==> src/rtl/fetch_decode_pkg.sv <==
// Shared definitions for fetch_decode: FSM states, decoded-instruction struct, ALU opcodes.
package fetch_decode_pkg;

  typedef enum logic [2:0] {
    ST_IDLE,
    ST_FETCH,
    ST_WAIT,
    ST_ISSUE,
    ST_HALT,
    ST_TRAP
  } state_t;

  typedef struct packed {
    logic [4:0] op;
    logic [3:0] rg;
    logic [7:0] imm;
  } dec_t;

  localparam logic [4:0] OP_ADD   = 5'b00000;
  localparam logic [4:0] OP_ADDI  = 5'b10000;
  localparam logic [4:0] OP_BNE   = 5'b10100;
  localparam logic [4:0] OP_BEZ   = 5'b11000;
  localparam logic [4:0] OP_MV    = 5'b11100;
  localparam logic [4:0] OP_HALT  = 5'b00110;
  localparam logic [4:0] OP_ILL_A = 5'b00100;
  localparam logic [4:0] OP_ILL_B = 5'b00101;

endpackage

==> src/rtl/fetch_decode_instr_decoder.sv <==
// Combinational field decode of a 9-bit instruction word into op/reg/imm.
// FETCH_DECODE_ILLEGAL_TRAP_EN: flag opcodes 00100/00101 instead of remapping them to ADD.
module instr_decoder
  import fetch_decode_pkg::*;
(
  input  logic [8:0] i_instr,
  output dec_t       o_dec,
`ifdef FETCH_DECODE_ILLEGAL_TRAP_EN
  output logic       o_illegal,
`endif
  output logic       o_halt
);

  always_comb begin
    o_dec  = '0;
    o_halt = 1'b0;
`ifdef FETCH_DECODE_ILLEGAL_TRAP_EN
    o_illegal = 1'b0;
`endif
    if (i_instr[8]) begin
      // Immediate forms carry only a 2-bit register and a signed 4-bit offset.
      case (i_instr[7:6])
        2'b00:   o_dec.op = OP_ADDI;
        2'b01:   o_dec.op = OP_BNE;
        2'b10:   o_dec.op = OP_BEZ;
        default: o_dec.op = OP_MV;
      endcase
      o_dec.rg  = {2'b00, i_instr[5:4]};
      o_dec.imm = {{4{i_instr[3]}}, i_instr[3:0]};
    end else begin
      o_dec.op = i_instr[8:4];
      o_dec.rg = i_instr[3:0];
      o_halt   = (i_instr[8:4] == OP_HALT);
      if (i_instr[8:4] == OP_ILL_A || i_instr[8:4] == OP_ILL_B) begin
`ifdef FETCH_DECODE_ILLEGAL_TRAP_EN
        o_illegal = 1'b1;
`else
        o_dec.op = OP_ADD;
        o_dec.rg = 4'd0;
`endif
      end
    end
  end

endmodule

==> src/rtl/fetch_decode.sv <==
// Fetch/decode front end: one instruction per 3 cycles, registered decode outputs, branch redirect.
// FETCH_DECODE_ILLEGAL_TRAP_EN: illegal opcodes enter a sticky TRAP state with illegal=1.
module fetch_decode
  import fetch_decode_pkg::*;
#(
  parameter int              PC_W     = 10,
  parameter logic [PC_W-1:0] START_PC = '0
) (
  input  logic            clk,
  input  logic            rst_n,
  input  logic            start,
  output logic            imem_rd,
  output logic [PC_W-1:0] imem_addr,
  input  logic [8:0]      imem_data,
  input  logic            br_taken,
  input  logic [PC_W-1:0] br_target,
  output logic            dec_valid,
  input  logic            dec_ready,
  output logic [4:0]      dec_op,
  output logic [3:0]      dec_reg,
  output logic [7:0]      dec_imm,
  output logic [PC_W-1:0] dec_pc,
  output logic            halted,
  output logic            illegal
);

  state_t          r_state;
  logic [PC_W-1:0] r_pc;
  logic            r_imem_rd;
  logic [PC_W-1:0] r_imem_addr;
  logic            r_dec_valid;
  dec_t            r_dec;
  logic [PC_W-1:0] r_dec_pc;
  logic            r_halted;
  dec_t            w_dec;
  logic            w_halt;
  logic            w_redirect;

`ifdef FETCH_DECODE_ILLEGAL_TRAP_EN
  logic            w_illegal;
  logic            r_illegal;

  instr_decoder u_dec (
    .i_instr   (imem_data),
    .o_dec     (w_dec),
    .o_illegal (w_illegal),
    .o_halt    (w_halt)
  );
  assign illegal = r_illegal;
`else
  instr_decoder u_dec (
    .i_instr (imem_data),
    .o_dec   (w_dec),
    .o_halt  (w_halt)
  );
  assign illegal = 1'b0;
`endif

  // Redirect only while actively fetching; IDLE/HALT/TRAP ignore it.
  assign w_redirect = br_taken &&
                      (r_state == ST_FETCH || r_state == ST_WAIT || r_state == ST_ISSUE);

  always_ff @(posedge clk) begin
    if (!rst_n) begin
      r_state     <= ST_IDLE;
      r_pc        <= START_PC;
      r_imem_rd   <= 1'b0;
      r_imem_addr <= '0;
      r_dec_valid <= 1'b0;
      r_dec       <= '0;
      r_dec_pc    <= '0;
      r_halted    <= 1'b0;
`ifdef FETCH_DECODE_ILLEGAL_TRAP_EN
      r_illegal   <= 1'b0;
`endif
    end else if (w_redirect) begin
      r_pc        <= br_target;
      r_imem_rd   <= 1'b1;
      r_imem_addr <= br_target;
      r_dec_valid <= 1'b0;
      r_state     <= ST_FETCH;
    end else begin
      case (r_state)
        ST_IDLE: if (start) begin
          r_pc        <= START_PC;
          r_imem_rd   <= 1'b1;
          r_imem_addr <= START_PC;
          r_state     <= ST_FETCH;
        end
        ST_FETCH: begin
          r_imem_rd <= 1'b0;
          r_state   <= ST_WAIT;
        end
        ST_WAIT: begin
          if (w_halt) begin
            r_halted <= 1'b1;
            r_state  <= ST_HALT;
`ifdef FETCH_DECODE_ILLEGAL_TRAP_EN
          end else if (w_illegal) begin
            r_illegal <= 1'b1;
            r_state   <= ST_TRAP;
`endif
          end else begin
            r_dec       <= w_dec;
            r_dec_pc    <= r_pc;
            r_pc        <= r_pc + 1'b1;
            r_dec_valid <= 1'b1;
            r_state     <= ST_ISSUE;
          end
        end
        ST_ISSUE: if (dec_ready) begin
          r_dec_valid <= 1'b0;
          r_imem_rd   <= 1'b1;
          r_imem_addr <= r_pc;
          r_state     <= ST_FETCH;
        end
        default: ;
      endcase
    end
  end

  assign imem_rd   = r_imem_rd;
  assign imem_addr = r_imem_addr;
  assign dec_valid = r_dec_valid;
  assign dec_op    = r_dec.op;
  assign dec_reg   = r_dec.rg;
  assign dec_imm   = r_dec.imm;
  assign dec_pc    = r_dec_pc;
  assign halted    = r_halted;

endmodule

==> config.mk <==
export PLATFORM = sky130hd
export DESIGN_NAME = fetch_decode
export DESIGN_NICKNAME = d
export VERILOG_FILES = /design/src/rtl/fetch_decode_pkg.sv /design/src/rtl/fetch_decode_instr_decoder.sv /design/src/rtl/fetch_decode.sv
export SDC_FILE = /design/constraint.sdc
export NUM_CORES = 1
export LEC_CHECK = 0
export ABC_AREA = 1
export CAP_MARGIN = 20
export CORE_ASPECT_RATIO = 0.9
export CORE_MARGIN = 1.5
export CORE_UTILIZATION = 50
export CTS_BUF_LIST = sky130_fd_sc_hd__clkbuf_2 sky130_fd_sc_hd__clkbuf_4 sky130_fd_sc_hd__clkbuf_8
export CTS_CLUSTER_SIZE = 28
export DETAILED_ROUTE_END_ITERATION = 8
export PLACE_DENSITY = 0.81
export SETUP_SLACK_MARGIN = 0.5
export SYNTH_ARGS = -nofsm -noshare
export SYNTH_HDL_FRONTEND = slang
export SYNTH_SLANG_ARGS = --single-unit
export TNS_END_PERCENT = 10
==> constraint.sdc <==
create_clock -name clk -period 3.4 [get_ports clk]
set_clock_uncertainty 0.05 [all_clocks]
set_input_delay 0.34 -clock clk [delete_from_list [all_inputs] [get_ports clk]]
set_output_delay 0.34 -clock clk [all_outputs]
set_load 0.1 [all_outputs]
==> flow_summary.json <==
{
  "core_um2": 4925,
  "postSynthAreaPerCell_um2": 6.413,
  "overflow": 0,
  "cts_max_level": 2,
  "synth_top_area_share_pct": 37.58,
  "drv_slew": 0,
  "crit_fanout": 6,
  "antenna_found_initial": 0,
  "final_hold_viol_count": 0,
  "die_h_um": 71.54,
  "rsz0062_at_grt": "false",
  "hold_slack_ps": 410.1,
  "hold_class": "flop to flop",
  "yosysSeqAreaShare_pct": 37.58,
  "yosysWarnings": 0,
  "crit_slowest_cell": "clkdlybuf4s50_1",
  "period_needed_ps": 2286,
  "numCtsBuffers": 5,
  "power.density_nw_per_um2": 751.5,
  "fp.dieW_um": 79.16,
  "grt_pass1_vias": 2524,
  "cts_tree": "yes",
  "outcome": "complete, no violations",
  "track_usage_pct": 23.76,
  "grt_start_max_net_pins": 29,
  "cts_setup_buffers": 0,
  "cts-hold-fix-buffers": 0,
  "ys_ff_latch": 49,
  "synthesis.area_um2": 2610,
  "path_cells": "clkdlybuf4s50_1",
  "tightest_slew_ps": 985.5,
  "synth_area_leaders": "dfxtp_1 38%, nand2_1 20%, nor2_1 9.5%, nand3_1 6.1%, inv_1 4.9%",
  "cts_resized": 0,
  "gp_congestion": 0.9486,
  "ctsRootBufferMaster": "clkbuf_8",
  "critPathTopFamily": "buffers and inverters",
  "routed_wl_um": 6234,
  "syn_nets": 432,
  "arrival_ps": 1900,
  "hpwl_um": 4481,
  "ys_types": 34,
  "cts_max_path_buffers": 2,
  "cts.sinks": 49,
  "ant_nets": 0,
  "fin_nets": 485,
  "initial_utilization_pct": 53.00,
  "ir_drop_mv": 0.4766,
  "viasPerCell": 4.966,
  "worstPathRequired_ps": 3010,
  "finalSetupViolCount": 0,
  "cap_violations": 0,
  "port_buffers": 63,
  "leakagePower_nw": 1.386,
  "n_antenna_cell": 0,
  "path_buf_inv": 1,
  "critical_path_class": "flop to output pin",
  "clock_latency_ps": 310,
  "fin_util_pct": 66.95,
  "ios": 65,
  "synth.largest_area_cell": "dfxtp_1",
  "end_kind": "output pin",
  "finalCritPeriodShare_pct": 67.23,
  "finalSetupTns_ps": 0,
  "drtPass1Iterations": 4,
  "drc": 0,
  "clk_pin_slew_ps": 100,
  "syn_to_final_growth_pct": 26.32,
  "wl_per_cell_um": 11.85,
  "startpoint_type": "flop",
  "synthCells": 407,
  "row_count": 24,
  "dr_total_vias": 2612,
  "drt_iter0_drc": 158,
  "dieArea_um2": 5663,
  "max_freq_mhz": 437.5,
  "drive_gt1_share_pct": 5.857,
  "max_stage_delay_ps": 1170,
  "grt_pass1_wl_um": 10880,
  "slew_headroom_pct": 34.10
}
## cell usage after synthesis (all sizes together)
cell type,n
o211ai,1
nand3,34
clkbuf,4
ha,1
nand4,2
a21oi,25
conb,1
nand3b,1
inv,36
clkinv,2
and2,8
a31oi,2
o21ai,9
nor2,71
dfxtp,49
buf,15
a21boi,1
or2,1
nand2,140
o21a,4
## per-layer routing
metal  vias up  track usage [%]  wire length, µm
li1       1364                -                -
met1      1169            30.42             2883
met2        73            40.27             2967
met3         6            5.732              336
met4         0            6.238               47
met5         -                0                0
## worst paths after layout
| kind | start | end | slack [ps] | depth (start not counted) |
|---|---|---|---|---|
| max reg2reg | r_state[1] | imem_addr[1] | 1390 | 9 |
| min | dec_valid | dec_valid | 410 | 2 |
| max | dec_imm[6] | dec_imm[4] | 1110 | 1 |
| min reg2reg | dec_valid | dec_valid | 410 | 2 |
## area by class of cell
class,count,area [µm²]
timing repair buffer,65,645.6
clock buffer,5,68.82
sequential,49,980.9
multi-input combinational,301,1351
fill,462,1628
inverter,38,146.4
tap,65,81.33
clock inverter,3,22.52
## cells in the final DEF, fill, tap and decap left out, types with 4 or more instances in the layout
cell type,Yosys,layout
nand2_1,136,136
nor2_1,66,66
clkdlybuf4s50_1,0,63
dfxtp_1,49,49
inv_1,34,34
nand3_1,32,32
a21oi_1,25,25
o21ai_0,8,8
and2_0,5,5
clkbuf_8,0,5
o21a_1,4,4
## cell families (layout without fill, tap and decap cells)
kind of cell,count (synthesis),in the layout,share of synthesized area [%]
and+or+nand+nor,257,257,42.09
buffers and inverters,57,111,10.64
DFF,49,49,37.58
AOI/OAI and AO/OA,42,42,9.061
adders and majority gates,1,1,0.4793
other,1,1,0.1437
## per-stage QoR
stage               cells  worst slack, ps  area [µm²]  power (mW)
finish                526             1114        3297       2.478
global route          526             1026        3297       2.651
CTS                   526             1098        3297       2.484
detailed placement    518             1009        3206       2.132
global placement      518             1034        3206       2.115
floorplan             407             1583        2610       1.886
## power breakdown
group	internal [mW]	switching [mW]
Combinational	0.352	0.954
Clock	0.146	0.207
Sequential	0.694	0.125
Total	1.19	1.29
Power figures use the tool's default switching activity.
